File: config.mk
export PLATFORM = sky130hd
export DESIGN_NAME = secuenciador_contador_flat
export DESIGN_NICKNAME = d
export VERILOG_FILES = /design/src/rtl/secuenciador_pkg.sv /design/src/rtl/secuenciador_contador_if.sv /design/src/rtl/modelo_contador.sv /design/src/rtl/secuenciador_contador.sv /design/src/flat_wrapper.sv
export SDC_FILE = /design/constraint.sdc
export NUM_CORES = 1
export LEC_CHECK = 0
export CAP_MARGIN = 20
export CELL_PAD_IN_SITES_DETAIL_PLACEMENT = 1
export CELL_PAD_IN_SITES_GLOBAL_PLACEMENT = 2
export CORE_ASPECT_RATIO = 1.25
export CORE_MARGIN = 2
export CORE_UTILIZATION = 30
export DETAILED_ROUTE_END_ITERATION = 10
export PLACE_DENSITY = 0.84
export SLEW_MARGIN = 20
export SYNTH_ARGS = -nofsm -noshare
export SYNTH_HDL_FRONTEND = slang
export SYNTH_SLANG_ARGS = --single-unit
File: constraint.sdc
create_clock -name CLK -period 3.7 [get_ports CLK]
set_input_delay 0.74 -clock CLK [delete_from_list [all_inputs] [get_ports CLK]]
set_output_delay 0.74 -clock CLK [all_outputs]
set_load 0.01 [all_outputs]
File: src/rtl/secuenciador_pkg.sv
// Shared definitions for the counter sequencer.
//  - Counter mode encodings driven on MODO.
//  - Sequencer FSM state type.
// No ports.
package secuenciador_pkg;

  localparam logic [1:0] MODO_ARRIBA = 2'b00;  // count up by 1
  localparam logic [1:0] MODO_ABAJO  = 2'b01;  // count down by 1
  localparam logic [1:0] MODO_ABAJO3 = 2'b10;  // count down by 3
  localparam logic [1:0] MODO_CARGA  = 2'b11;  // parallel load from D

  typedef enum logic [2:0] {
    IDLE,
    LOAD,
    RUN,
    DRAIN,
    FIN
  } estado_t;

endpackage

File: src/rtl/secuenciador_contador_if.sv
// Command/result bundle between a command source and the sequencer.
// Parameters: WIDTH (data), CW (cycle count), RCW (wrap counter).
// Signals:
//  req_valid/req_ready   command handshake
//  req_modo/valor/ciclos command payload
//  abort                 end the RUN phase early
//  done                  one-cycle result pulse
//  resultado/rco_cnt     final counter value and wrap count
//  abortado              command ended by abort
// Modports: master = command source, slave = sequencer.
interface secuenciador_contador_if #(
  parameter int WIDTH = 4,
  parameter int CW    = 8,
  parameter int RCW   = 8
);

  logic             req_valid;
  logic             req_ready;
  logic [1:0]       req_modo;
  logic [WIDTH-1:0] req_valor;
  logic [CW-1:0]    req_ciclos;
  logic             abort;
  logic             done;
  logic [WIDTH-1:0] resultado;
  logic [RCW-1:0]   rco_cnt;
  logic             abortado;

  modport master (
    output req_valid, req_modo, req_valor, req_ciclos, abort,
    input  req_ready, done, resultado, rco_cnt, abortado
  );

  modport slave (
    input  req_valid, req_modo, req_valor, req_ciclos, abort,
    output req_ready, done, resultado, rco_cnt, abortado
  );

endinterface

File: src/rtl/modelo_contador.sv
// Reference model of the mode counter, driven from the same ENB/MODO/D
// the sequencer sends to the real counter.
// Ports:
//  CLK, RESET   clock, synchronous active-high reset
//  enb          count enable
//  modo         00 +1, 01 -1, 10 -3 (mod 2^WIDTH), 11 load d
//  d            load data
//  q            modelled counter value (registered)
//  rco          modelled wrap flag, high the cycle after a wrapping edge
// Assumes WIDTH >= 2 so that the -3 step is meaningful.
module modelo_contador
  import secuenciador_pkg::*;
#(
  parameter int WIDTH = 4
) (
  input  logic             CLK,
  input  logic             RESET,
  input  logic             enb,
  input  logic [1:0]       modo,
  input  logic [WIDTH-1:0] d,
  output logic [WIDTH-1:0] q,
  output logic             rco
);

  always_ff @(posedge CLK) begin
    if (RESET) begin
      q   <= '0;
      rco <= 1'b0;
    end else if (enb) begin
      case (modo)
        MODO_ARRIBA: begin
          q   <= q + WIDTH'(1);
          rco <= &q;
        end
        MODO_ABAJO: begin
          q   <= q - WIDTH'(1);
          rco <= (q == '0);
        end
        MODO_ABAJO3: begin
          q   <= q - WIDTH'(3);
          rco <= (q < WIDTH'(3));
        end
        default: begin
          q   <= d;
          rco <= 1'b0;
        end
      endcase
    end else begin
      rco <= 1'b0;
    end
  end

endmodule

File: src/rtl/secuenciador_contador.sv
// Command sequencer for the mode counter.
// Accepts one command (start value, run mode, cycle count) per handshake,
// loads the counter, runs it for the requested number of cycles (or until
// abort), lets the last edge settle, then reports Q and the RCO wrap count.
// FSM: IDLE -> LOAD -> RUN -> DRAIN -> FIN -> IDLE (RUN skipped when ciclos=0).
// Ports:
//  CLK, RESET   clock, synchronous active-high reset
//  cmd          command/result bundle (slave side)
//  ENB/MODO/D   counter controls (registered)
//  Q/RCO        counter outputs
//  err          sticky mismatch against the internal counter model
// Build option: SECUENCIADOR_CHEQUEO_EN instantiates modelo_contador and
// drives err; without it err is tied low.
module secuenciador_contador
  import secuenciador_pkg::*;
#(
  parameter int WIDTH = 4,
  parameter int CW    = 8,
  parameter int RCW   = 8
) (
  input  logic                      CLK,
  input  logic                      RESET,
  secuenciador_contador_if.slave    cmd,
  output logic                      ENB,
  output logic [1:0]                MODO,
  output logic [WIDTH-1:0]          D,
  input  logic [WIDTH-1:0]          Q,
  input  logic                      RCO,
  output logic                      err
);

  estado_t          state_reg;
  logic [1:0]       modo_reg;
  logic [WIDTH-1:0] valor_reg;
  logic [CW-1:0]    rem_reg;
  logic             enb_reg;
  logic [1:0]       modo_out_reg;
  logic [WIDTH-1:0] d_reg;
  logic             ready_reg;
  logic             done_reg;
  logic [WIDTH-1:0] resultado_reg;
  logic [RCW-1:0]   rco_cnt_reg;
  logic             abortado_reg;
  logic             rco_inc;

  // RCO reflects the edge of the previous cycle, so sampling it in RUN and
  // DRAIN covers exactly the edges taken in RUN (the LOAD edge yields 0).
  assign rco_inc = ((state_reg == RUN) || (state_reg == DRAIN)) && RCO && !(&rco_cnt_reg);

  always_ff @(posedge CLK) begin
    if (RESET) begin
      state_reg     <= IDLE;
      modo_reg      <= MODO_ARRIBA;
      valor_reg     <= '0;
      rem_reg       <= '0;
      enb_reg       <= 1'b0;
      modo_out_reg  <= MODO_CARGA;
      d_reg         <= '0;
      ready_reg     <= 1'b1;
      done_reg      <= 1'b0;
      resultado_reg <= '0;
      rco_cnt_reg   <= '0;
      abortado_reg  <= 1'b0;
    end else begin
      done_reg <= 1'b0;
      if (rco_inc) begin
        rco_cnt_reg <= rco_cnt_reg + RCW'(1);
      end
      case (state_reg)
        IDLE: begin
          if (cmd.req_valid) begin
            modo_reg     <= cmd.req_modo;
            valor_reg    <= cmd.req_valor;
            rem_reg      <= cmd.req_ciclos;
            rco_cnt_reg  <= '0;
            abortado_reg <= 1'b0;
            ready_reg    <= 1'b0;
            enb_reg      <= 1'b1;
            modo_out_reg <= MODO_CARGA;
            d_reg        <= cmd.req_valor;
            state_reg    <= LOAD;
          end
        end
        LOAD: begin
          // Both RUN and DRAIN present the run mode; only ENB differs.
          modo_out_reg <= modo_reg;
          d_reg        <= valor_reg;
          if (rem_reg != '0) begin
            state_reg <= RUN;
          end else begin
            enb_reg   <= 1'b0;
            state_reg <= DRAIN;
          end
        end
        RUN: begin
          rem_reg <= rem_reg - CW'(1);
          // The last cycle wins over abort: the command completed normally.
          if (rem_reg == CW'(1)) begin
            enb_reg   <= 1'b0;
            state_reg <= DRAIN;
          end else if (cmd.abort) begin
            enb_reg      <= 1'b0;
            abortado_reg <= 1'b1;
            state_reg    <= DRAIN;
          end
        end
        DRAIN: begin
          done_reg      <= 1'b1;
          resultado_reg <= Q;
          modo_out_reg  <= MODO_CARGA;
          state_reg     <= FIN;
        end
        FIN: begin
          ready_reg <= 1'b1;
          state_reg <= IDLE;
        end
        default: begin
          enb_reg   <= 1'b0;
          ready_reg <= 1'b1;
          state_reg <= IDLE;
        end
      endcase
    end
  end

  assign ENB           = enb_reg;
  assign MODO          = modo_out_reg;
  assign D             = d_reg;
  assign cmd.req_ready = ready_reg;
  assign cmd.done      = done_reg;
  assign cmd.resultado = resultado_reg;
  assign cmd.rco_cnt   = rco_cnt_reg;
  assign cmd.abortado  = abortado_reg;

`ifdef SECUENCIADOR_CHEQUEO_EN
  logic [WIDTH-1:0] q_modelo;
  logic             rco_modelo;
  logic             ventana;
  logic             err_reg;

  modelo_contador #(.WIDTH(WIDTH)) u_modelo (
    .CLK   (CLK),
    .RESET (RESET),
    .enb   (enb_reg),
    .modo  (modo_out_reg),
    .d     (d_reg),
    .q     (q_modelo),
    .rco   (rco_modelo)
  );

  // Model and counter agree only once the LOAD edge has been taken.
  assign ventana = (state_reg == RUN) || (state_reg == DRAIN) || (state_reg == FIN);

  always_ff @(posedge CLK) begin
    if (RESET) begin
      err_reg <= 1'b0;
    end else if (ventana && ((Q != q_modelo) || (RCO != rco_modelo))) begin
      err_reg <= 1'b1;
    end
  end

  assign err = err_reg;
`else
  assign err = 1'b0;
`endif

endmodule

File: src/flat_wrapper.sv
// flat-port wrapper written by rule: the top's interface ports become plain ports
module secuenciador_contador_flat import secuenciador_pkg::*;
#(
  parameter int WIDTH = 4,
  parameter int CW    = 8,
  parameter int RCW   = 8
)
  (CLK, RESET, ENB, MODO, D, Q, RCO, err, cmd_req_valid, cmd_req_modo, cmd_req_valor, cmd_req_ciclos, cmd_abort, cmd_req_ready, cmd_done, cmd_resultado, cmd_rco_cnt, cmd_abortado);
  secuenciador_contador_if #(.WIDTH(WIDTH), .CW(CW), .RCW(RCW)) cmd_i ();
  input  logic CLK;
  input  logic RESET;
  output logic ENB;
  output logic [1:0] MODO;
  output logic [WIDTH-1:0] D;
  input  logic [WIDTH-1:0] Q;
  input  logic RCO;
  output logic err;
  input wire logic [$bits(cmd_i.req_valid)-1:0] cmd_req_valid;
  input wire logic [$bits(cmd_i.req_modo)-1:0] cmd_req_modo;
  input wire logic [$bits(cmd_i.req_valor)-1:0] cmd_req_valor;
  input wire logic [$bits(cmd_i.req_ciclos)-1:0] cmd_req_ciclos;
  input wire logic [$bits(cmd_i.abort)-1:0] cmd_abort;
  output wire logic [$bits(cmd_i.req_ready)-1:0] cmd_req_ready;
  output wire logic [$bits(cmd_i.done)-1:0] cmd_done;
  output wire logic [$bits(cmd_i.resultado)-1:0] cmd_resultado;
  output wire logic [$bits(cmd_i.rco_cnt)-1:0] cmd_rco_cnt;
  output wire logic [$bits(cmd_i.abortado)-1:0] cmd_abortado;
  assign cmd_i.req_valid = cmd_req_valid;
  assign cmd_i.req_modo = cmd_req_modo;
  assign cmd_i.req_valor = cmd_req_valor;
  assign cmd_i.req_ciclos = cmd_req_ciclos;
  assign cmd_i.abort = cmd_abort;
  assign cmd_req_ready = cmd_i.req_ready;
  assign cmd_done = cmd_i.done;
  assign cmd_resultado = cmd_i.resultado;
  assign cmd_rco_cnt = cmd_i.rco_cnt;
  assign cmd_abortado = cmd_i.abortado;
  secuenciador_contador #(.WIDTH(WIDTH), .CW(CW), .RCW(RCW)) u_core (.CLK(CLK), .RESET(RESET), .cmd(cmd_i), .ENB(ENB), .MODO(MODO), .D(D), .Q(Q), .RCO(RCO), .err(err));
endmodule
==> implementation parameters <==
Parameter                              Value

Timing
  Worst setup slack after layout ... 1.65 ns
  Final Max Tran Viols ... 0
  Achievable clock frequency ... 489 MHz
  Setup TNS ... 0 ns
  Slew of the pin with the lowest slew margin ... 0.747 ns
  Slew headroom ... 0.498
  Hold Vio Cnt, Final ... 0
  Tmin final ... 2.05 ns
  Worst-case clock skew ... 0.0102 ns
  # setup viols final ... 0
  Post-route clock period utilization ... 0.553
  RSZ-0062 raised after global routing ... no

Floorplan
  Horiz. Die Dim ... 72.1 um
  Starting Density ... 0.305
  Die Y ... 89.1 um
  Core Area ... 5700 um^2
  Floorplan row count ... 31
  Die footprint ... 6420 um^2
  Count of pins on the block boundary ... 46

Hold path
  HP Class ... flop to flop
  Hold path depth ... 2
  Worst Hold Path EP ... u_core.valor_reg[2]
  Startpoint of the most critical hold path ... u_core.valor_reg[2]

Critical path
  Critical path class ... flop to flop
  Worst setup EP type ... flop
  Worst setup slack for register-to-register paths ... 1.65 ns
  Maximum fanout along the worst path ... 15
  Origin of the critical flop-to-flop path ... u_core.state_reg[1]
  Launching element type of the critical path ... flop
  Worst-case reg-to-reg path depth ... 4
  Crit path DAT ... 2.20 ns
  Reg-to-reg endpoint ... u_core.rem_reg[1]
  Data required time at the worst endpoint ... 3.85 ns

Clock tree
  # resized after CTS ... 0
  CTS tree ... done
  Clock latency reported for the late side of the worst-skew pair ... 0.29 ns
  Number of buffers added for setup after CTS ... 0
  Clk sink count ... 39
  Quantity of hold-fixing buffers added after cts ... 0
  Clock transition at path regs ... 0.08 ns
  Number of clock buffers inserted by TritonCTS ... 5
  CTS HTree Levels ... 2
  Root cell of the clock tree ... clkbuf_8
  Clk buf depth ... 2

Synth
  Cells after synthesis ... 198
  Fraction of registers with async set/reset ... 0
  Avg Synthesized Cell Area ... 8.78 um^2
  Count of unique library cells instantiated by Yosys ... 43
  Number of flops mapped to enable cells by yosys ... 0
  Most used flip-flop cell after synthesis ... dfxtp_1
  Number of synthesized register bits ... 39
  Share of the yosys chip area belonging to registers ... 0.449
  Synth warn ... 0
  Number of nets produced by synthesis ... 224
  Post-synth design cell area ... 1740 um^2

Place
  Dpl hpwl ... 3050 um
  Worst slack at placement ... 1.39 ns
  Number of I/O port buffers ... 44
  GP Congestion ... 0.758

Cells and area
  Proportion of layout cells with a drive suffix above 1 ... 0.0750
  Fillers ... 675
  Total number of nets in the final design ... 265
  Growth of design area from synthesis to finish ... 33.4%
  Sequential Area ... 781 um^2
  Combined area of the multi-input logic cells ... 885 um^2
  Number of antenna cells inserted ... 0

Routing
  Post-DR wirelength/cell ... 14.0 um
  Vias per inst ... 5.15
  Remaining DRCs ... 0
  Vias after detailed routing ... 1,575
  Number of antenna-violating nets in the routed design ... 0
  Routed Wire Length ... 4300 um
  Number of optimization iterations in the first detailed-route pass ... 4
  DR iter-0 viols ... 40

GRT
  Global routing usage summed across all routing layers ... 0.140
  Number of global-route vias before repair ... 1,497
  Total congestion overflow ... 0
  Largest net degree at the start of global routing ... 17
  Initial antenna violation count ... 0
  First-pass GRT wire length ... 6980 um

Run
  Max-cap violations ... 0

Power
  Static Leakage ... 0.828 nW
  Cell Pwr Density ... 663 nW/um^2
  Peak supply drop ... 0.000200 V

Run status
  Outcome ... complete, no violations
## cells in the mapped netlist, drive strengths merged (2+ instances only)
cell	count	area (um^2)
o32ai	2	17.5
inv	3	11.3
nand2b	2	12.5
a31oi	6	37.5
dfxtp	39	781
mux2i	5	50.1
nor2	21	78.8
or2	3	21.3
nand2	25	93.8
or3	6	43.8
nand3	10	50.1
buf	7	42.5
xor2	5	43.8
clkbuf	5	18.8
nor2b	2	12.5
o311ai	2	17.5
a311oi	7	61.3
a21oi	12	60.1
ha	3	37.5
and3	3	18.8
o211ai	5	37.5
nor3	3	15.0
o21ai	4	20.0
nand4	3	18.8
## power breakdown
part | internal, W | total [W] | switching [W]
registers | 0.000520 | 0.000622 | 0.000102
logic | 0.000280 | 0.000593 | 0.000314
clock network | 0.000170 | 0.000322 | 0.000152
total | 0.000969 | 0.00154 | 0.000567
## cell usage in the layout (no fill, tap or decap), types with 3 or more instances in the layout
cell / instances
nor3_1: 3
inv_1: 3
nand4_1: 3
ha_1: 3
dfxtp_1: 39
nand3_1: 10
mux2i_1: 5
o211ai_1: 5
o21ai_0: 4
and3_1: 3
nand2_1: 25
clkbuf_8: 7
a21oi_1: 12
clkdlybuf4s50_1: 44
a311oi_1: 7
or3_1: 4
a31oi_1: 6
nor2_1: 21
xor2_1: 5
## area by class of cell
type / count / area share
multi-input cells: 144 / 0.382
clock buffers: 7 / 0.0416
flip-flops and latches: 39 / 0.337
repair buffers: 46 / 0.196
well taps: 66 / 0.0356
inverters: 3 / 0.00486
clock inverters: 1 / 0.00324
## worst max-delay path, stage by stage (launching register included)
cell and delay, ns:
dfxtp_1 0.42, nor2_1 0.47, nand3b_1 0.55, o21ai_0 0.39, a311oi_1 0.08
## layer usage
layer,vias to the layer above,part of all wire,GRT usage
li1,787,-,-
met1,751,0.45,0.171
met2,31,0.50,0.239
met3,6,0.031,0.0237
met4,0,0.020,0.0669
met5,-,0,0
## how the worst max path moves through the flow
| stage | from | to | slack (ns) | cells past startpoint |
|---|---|---|---|---|
| global placement | cmd_req_valid | u_core.rem_reg[5] | 1.43 | 4 |
| floorplan | RCO | u_core.cmd.rco_cnt[5] | 2.05 | 4 |
| finish | u_core.state_reg[1] | u_core.rem_reg[1] | 1.65 | 4 |
| detailed placement | cmd_req_valid | u_core.rem_reg[7] | 1.39 | 4 |
| global route | u_core.state_reg[1] | u_core.rem_reg[7] | 1.43 | 4 |
| CTS | u_core.cmd.rco_cnt[3] | cmd_rco_cnt[3] | 1.65 | 1 |
## metrics by stage
stage	std cells	total power (W)	util	hold slack [ns]	cell area [um^2]
floorplan	198	0.00102	-	0.437	1740
global placement	298	0.00122	0.388	0.445	2210
detailed placement	298	0.00123	0.388	0.451	2210
CTS	306	0.00156	0.407	0.462	2320
global route	306	0.00165	0.407	0.489	2320
finish	306	0.00154	0.407	0.460	2320
## cells by family (layout without fill, tap and decap cells)
logic type	Yosys count	in the layout	share of synthesized area
DFF	39	39	0.449
other	1	1	0.00216
buffers and inverters	15	57	0.0418
muxes	5	5	0.0288
AOI/OAI and AO/OA	42	42	0.163
adders and majority gates	3	3	0.0216
xor gates and xnor gates	6	6	0.0302
and+or+nand+nor	87	87	0.264
(Power assumes the default switching activity.)
